--- config.mk ---
export PLATFORM = sky130hd
export DESIGN_NAME = mandelbrot_scan_flat
export DESIGN_NICKNAME = d
export VERILOG_FILES = /design/src/rtl/mandelbrot_scan_if.sv /design/src/rtl/mandelbrot_scan.sv /design/src/flat_wrapper.sv
export SDC_FILE = /design/constraint.sdc
export NUM_CORES = 1
export LEC_CHECK = 0
export CAP_MARGIN = 10
export CORE_MARGIN = 2
export CORE_UTILIZATION = 52
export DETAILED_ROUTE_END_ITERATION = 10
export GPL_ROUTABILITY_DRIVEN = 0
export PLACE_DENSITY = 0.93
export SLEW_MARGIN = 10
export SYNTH_ARGS = -nofsm -noshare
export SYNTH_HDL_FRONTEND = slang
export SYNTH_SLANG_ARGS = --single-unit
--- constraint.sdc ---
create_clock -name clk -period 2.6 [get_ports clk]
set_clock_uncertainty 0.05 [all_clocks]
set_input_delay 0.78 -clock clk [delete_from_list [all_inputs] [get_ports clk]]
set_output_delay 0.78 -clock clk [all_outputs]
set_load 0.03 [all_outputs]
--- src/rtl/mandelbrot_scan_if.sv ---
// Sample stream from the Mandelbrot scanner to the iterator feed.
// A sample transfers on any rising edge where out_valid && out_ready. Once out_valid
// rises, it and all payload fields stay stable until that transfer happens.
// out_valid never depends combinationally on out_ready.
interface mandelbrot_scan_if #(
    parameter int WIDTH = 20,
    parameter int XW    = 10,
    parameter int YW    = 9
);
    logic                    out_valid;
    logic                    out_ready;
    logic signed [WIDTH-1:0] c_real_out;
    logic signed [WIDTH-1:0] c_imag_out;
    logic [XW-1:0]           pix_x;
    logic [YW-1:0]           pix_y;

    modport master (
        output out_valid, c_real_out, c_imag_out, pix_x, pix_y,
        input  out_ready
    );

    modport slave (
        input  out_valid, c_real_out, c_imag_out, pix_x, pix_y,
        output out_ready
    );
endinterface

--- src/rtl/mandelbrot_scan.sv ---
// Raster scanner producing one c value per pixel for a Mandelbrot iterator pipeline.
// Define MANDELBROT_SCAN_CONTINUOUS_EN to rescan frames back to back without start.
module mandelbrot_scan #(
    parameter int WIDTH = 20,
    parameter int H_RES = 640,
    parameter int V_RES = 480
) (
    input  logic                    clk,
    input  logic                    reset,
    input  logic                    start,
    input  logic signed [WIDTH-1:0] origin_re,
    input  logic signed [WIDTH-1:0] origin_im,
    input  logic signed [WIDTH-1:0] step_re,
    input  logic signed [WIDTH-1:0] step_im,
    mandelbrot_scan_if.master       bus,
    output logic                    busy,
    output logic                    frame_done,
    output logic [1:0]              state_dbg
);
    localparam int XW = (H_RES > 1) ? $clog2(H_RES) : 1;
    localparam int YW = (V_RES > 1) ? $clog2(V_RES) : 1;

    typedef enum logic [1:0] {IDLE = 2'd0, RUN = 2'd1, DONE = 2'd2} state_t;

    state_t state, state_n;
    logic signed [WIDTH-1:0] org_re, org_im, stp_re, stp_im;
    logic xfer, last_x, last_y, load;

    assign xfer      = bus.out_valid && bus.out_ready;
    assign last_x    = (bus.pix_x == XW'(H_RES - 1));
    assign last_y    = (bus.pix_y == YW'(V_RES - 1));
    assign state_dbg = state;

    always_ff @(posedge clk) begin
        if (reset) state <= IDLE;
        else       state <= state_n;
    end

    always_comb begin
        state_n = state;
        load    = 1'b0;
        unique case (state)
            IDLE: begin
                if (start) begin
                    state_n = RUN;
                    load    = 1'b1;
                end
            end
            RUN: begin
                if (xfer && last_x && last_y) state_n = DONE;
            end
            DONE: begin
`ifdef MANDELBROT_SCAN_CONTINUOUS_EN
                state_n = RUN;
                load    = 1'b1;
`else
                state_n = IDLE;
`endif
            end
            default: state_n = IDLE;
        endcase
    end

    // Status flags are registered from the next state so they line up with the payload.
    always_ff @(posedge clk) begin
        if (reset) begin
            bus.out_valid  <= 1'b0;
            bus.c_real_out <= '0;
            bus.c_imag_out <= '0;
            bus.pix_x      <= '0;
            bus.pix_y      <= '0;
            busy           <= 1'b0;
            frame_done     <= 1'b0;
            org_re         <= '0;
            org_im         <= '0;
            stp_re         <= '0;
            stp_im         <= '0;
        end else begin
            bus.out_valid <= (state_n == RUN);
            busy          <= (state_n != IDLE);
            frame_done    <= (state_n == DONE);
            if (load) begin
                org_re         <= origin_re;
                org_im         <= origin_im;
                stp_re         <= step_re;
                stp_im         <= step_im;
                bus.c_real_out <= origin_re;
                bus.c_imag_out <= origin_im;
                bus.pix_x      <= '0;
                bus.pix_y      <= '0;
            end else if (state == RUN && xfer) begin
                // Wrapping adds only; the final pixel leaves the payload as it was.
                if (!last_x) begin
                    bus.pix_x      <= bus.pix_x + XW'(1);
                    bus.c_real_out <= bus.c_real_out + stp_re;
                end else if (!last_y) begin
                    bus.pix_x      <= '0;
                    bus.pix_y      <= bus.pix_y + YW'(1);
                    bus.c_real_out <= org_re;
                    bus.c_imag_out <= bus.c_imag_out + stp_im;
                end
            end
        end
    end
endmodule
--- src/flat_wrapper.sv ---
// flat-port wrapper written by rule: the top's interface ports become plain ports
module mandelbrot_scan_flat 
#(
    parameter int WIDTH = 20,
    parameter int H_RES = 640,
    parameter int V_RES = 480
)
  (clk, reset, start, origin_re, origin_im, step_re, step_im, busy, frame_done, state_dbg, bus_out_valid, bus_c_real_out, bus_c_imag_out, bus_pix_x, bus_pix_y, bus_out_ready);
  mandelbrot_scan_if #(.WIDTH(WIDTH)) bus_i ();
  input  logic clk;
  input  logic reset;
  input  logic start;
  input  logic signed [WIDTH-1:0] origin_re;
  input  logic signed [WIDTH-1:0] origin_im;
  input  logic signed [WIDTH-1:0] step_re;
  input  logic signed [WIDTH-1:0] step_im;
  output logic busy;
  output logic frame_done;
  output logic [1:0] state_dbg;
  output wire logic [$bits(bus_i.out_valid)-1:0] bus_out_valid;
  output wire logic [$bits(bus_i.c_real_out)-1:0] bus_c_real_out;
  output wire logic [$bits(bus_i.c_imag_out)-1:0] bus_c_imag_out;
  output wire logic [$bits(bus_i.pix_x)-1:0] bus_pix_x;
  output wire logic [$bits(bus_i.pix_y)-1:0] bus_pix_y;
  input wire logic [$bits(bus_i.out_ready)-1:0] bus_out_ready;
  assign bus_out_valid = bus_i.out_valid;
  assign bus_c_real_out = bus_i.c_real_out;
  assign bus_c_imag_out = bus_i.c_imag_out;
  assign bus_pix_x = bus_i.pix_x;
  assign bus_pix_y = bus_i.pix_y;
  assign bus_i.out_ready = bus_out_ready;
  mandelbrot_scan #(.WIDTH(WIDTH), .H_RES(H_RES), .V_RES(V_RES)) u_core (.clk(clk), .reset(reset), .start(start), .origin_re(origin_re), .origin_im(origin_im), .step_re(step_re), .step_im(step_im), .bus(bus_i), .busy(busy), .frame_done(frame_done), .state_dbg(state_dbg));
endmodule
==> flow_summary.ini <==
[run_status]
outcome = finished clean

[logic_synthesis]
synth.distinct_cells = 61
synth_area_leaders = dfxtp_1, nand2_1, a21oi_1
synth_area_um2 = 6939
ys_seq_area_share_pct = 35.77
synth_flop_cell = dfxtp_1
synth_nets = 1033
yosysTopAreaCellShare_pct = 35.77
synthCells = 907
async_flop_share_pct = 0
synth_edf_count = 0
synth_top_cell_by_area = dfxtp_1
yosys_register_bits = 124
avgSynthCellArea_um2 = 7.651
yosys_warnings = 0

[clock_tree]
root_buffer = clkbuf_16
clkLatencyLatePin_ns = 0.42
clk_pin_slew_ns = 0.06
cts_tree = built
cts_setup_buffers = 0
cts_hold_buf = 0
clock_path_buffers = 2
cts_sinks = 124
cts_buffers = 17
cts_max_level = 4

[cells_and_area]
area_growth_pct = 39.54
finish.utilization_pct = 73.70
final_common_cell = nand2_1
n_antenna_cell = 0
nFillCells = 928
mostFrequentLayoutCells = nand2_1, clkdlybuf4s50_1, dfxtp_1
final_area_um2 = 9683
drive_gt1_share_pct = 11.21
finalNonFillerCells = 1273
final_nets = 1210

[global_route]
grt-ovfl-total = 0
grt_util_all_layers_pct = 29.37
grt_max_degree = 45
grt_pass1_vias = 7229
antenna_found_initial = 0
grt_first_pass_wirelength_um = 34040

[routing]
route.met3.wl_um = 1570
vias_per_cell = 5.956
top_layer_used = met4
wl_um = 21340
dr_wl_met2_um = 10360
first_pass_iters = 5
wire_per_inst_um = 16.76
vias = 7582
met1_length_um = 8733
drt_iter0_markers = 655
antenna_left = 0
drc = 0

[floorplan]
dieHeight_um = 119.5
core_um2 = 13140
dieArea_um2 = 14290
ioPinCount = 148
initial_utilization_pct = 52.82
die_w_um = 119.5
core.rowCount = 42

[setup_path]
start_kind = input port
regToRegStartpoint = u_core.stp_im[0]
required_ns = 2.85
crit_slowest_cell = clkdlybuf4s50_1
r2r_end = u_core.bus.c_imag_out[16]
crit_fanout = 8
critical_path_class = input port to flip-flop
regToRegSetupSlack_ns = 0.09
critPathMaxStageDelay_ns = 0.45
crit_chain = clkdlybuf4s50_1 > nand3_1 > nor2_1 > buf_4 > nand3_2 > buf_4 > and3_1 > a21oi_1 > o22ai_1
critPathMostFrequentCell = buf_4
reg2reg_depth = 11
crit_path_end_kind = flip-flop
cp.arrival_ns = 2.79
path_buf_inv = 3
critPathTopFamily = buffers and inverters

[timing]
relSlewSlack_pct = 64.24
tns_ns = 0
fmax_mhz = 393.9
drv_slew = 0
hold_violations = 0
setup_viol = 0
fin_ws_ns = 0.06099
worst_pin_slew_ns = 0.5295
period_needed_ns = 2.539
min_period_over_period_pct = 97.65

[placed_design]
place_area_um2 = 8950
port_buffers = 147
place_inst = 1241
place_hpwl_um = 14980
preCtsSetupSlack_ns = -0.2648

[job]
drv_cap = 0

[power_and_ir_drop]
cellLeakagePower_nw = 3.827
powerDensity_nw_per_um2 = 588.8
peakVddDrop_uv = 484.0

[worst_hold_path]
hold_start = u_core.org_re[6]
hold_end = u_core.org_re[6]
hp-class = flip-flop to flip-flop
hold_depth = 2
[power breakdown]
part	internal (mW)	total (mW)	switching, mW
logic	0.469	1.03	0.564
registers	2.01	2.09	0.0862
clock network	1.70	2.57	0.872
total	4.18	5.70	1.52
[Yosys cell counts, drive strengths merged (2+ instances only)]
library cell	number
o21ai	55
buf	7
and4	3
o31a	5
nand3b	2
o22ai	6
mux2i	4
nand4	10
o21bai	2
nand2	192
nand3	13
nor2b	7
dfxtp	124
or2	4
and2	3
o211ai	6
o41ai	2
a31oi	12
nand2b	5
o31ai	4
a221oi	4
or4	2
and3	10
a2111oi	2
inv	11
clkbuf	40
xor2	21
a21o	15
o21a	13
ha	40
xnor2	16
a31o	3
nor2	71
nor4	4
a211oi	19
or3	9
nor3	30
a21oi	110
o2111ai	2
fa	2
a311oi	7
[per-stage QoR]
| stage | total power, mW | hold WS, ns |
|---|---|---|
| floorplan | 2.700 | 0.3812 |
| CTS | 5.674 | 0.4002 |
| finish | 5.702 | 0.4015 |
| detailed placement | 3.120 | 0.3925 |
| global placement | 3.093 | 0.3864 |
| global route | 5.884 | 0.4200 |
[what timing repair did]
action / 4_1_cts / 5_1_grt
hold endpoints to repair: 0 / 0
pin swaps: 0 / 2
endpoints found under the setup margin: 3 / 14
resized for setup: 3 / 17
[how the worst max path moves through the flow]
stage	from	endpoint	slack, ns	cells after the start
2_1_floorplan	u_core.bus.c_imag_out[1]	u_core.bus.c_imag_out[15]	0.05	8
3_3_place_gp	bus_out_ready	u_core.bus.c_imag_out[15]	-0.16	8
3_5_place_dp	bus_out_ready	u_core.bus.c_imag_out[12]	-0.26	9
4_1_cts	u_core.bus.c_imag_out[0]	u_core.bus.c_imag_out[14]	0.04	11
5_1_grt	u_core.bus.c_real_out[0]	u_core.bus.c_real_out[16]	-0.02	11
6_report	bus_out_ready	u_core.bus.c_imag_out[12]	0.06	9
[sequential cells by signal, indices dropped and copies added, names as in the netlist, 2 cells and up]
register	count
u_core.bus.pix_x	10
u_core.bus.c_imag_out	20
u_core.stp_re	20
u_core.state_dbg	2
u_core.bus.pix_y	9
u_core.stp_im	20
u_core.org_re	20
u_core.bus.c_real_out	20
[layout make-up]
class	instances	area (µm²)	share of cell area [%]
multi-input cells	724	4323	44.64
clock buffers	22	484.2	5.001
inverters	12	45.04	0.4652
flip-flops and latches	124	2485	25.66
clock inverters	10	161.4	1.667
well taps	176	220.2	2.274
repair buffers	205	1964	20.29
[worst min-delay path, stage by stage, from the launching register on]
cell and delay [ns]:
dfxtp_1 0.30, nand2_1 0.05, a21oi_1 0.05
[kinds of logic (layout without fill, tap and decap cells)]
logic type	count (synthesis)	count (layout)	share of synthesized area [%]
adders and majority gates	42	42	7.789
and+or+nand+nor	368	368	23.64
DFF	124	124	35.77
AOI/OAI and AO/OA	272	272	23.98
buffers and inverters	59	249	3.408
xor gates and xnor gates	37	37	4.670
muxes	5	5	0.7393
[layer usage]
layer  GRT usage, %  vias to the layer above
li1               -                     3578
met1          36.04                     3579
met2          49.64                      359
met3          6.131                       66
met4          13.16                        0
met5              0                        -
(Power assumes the default switching activity.)
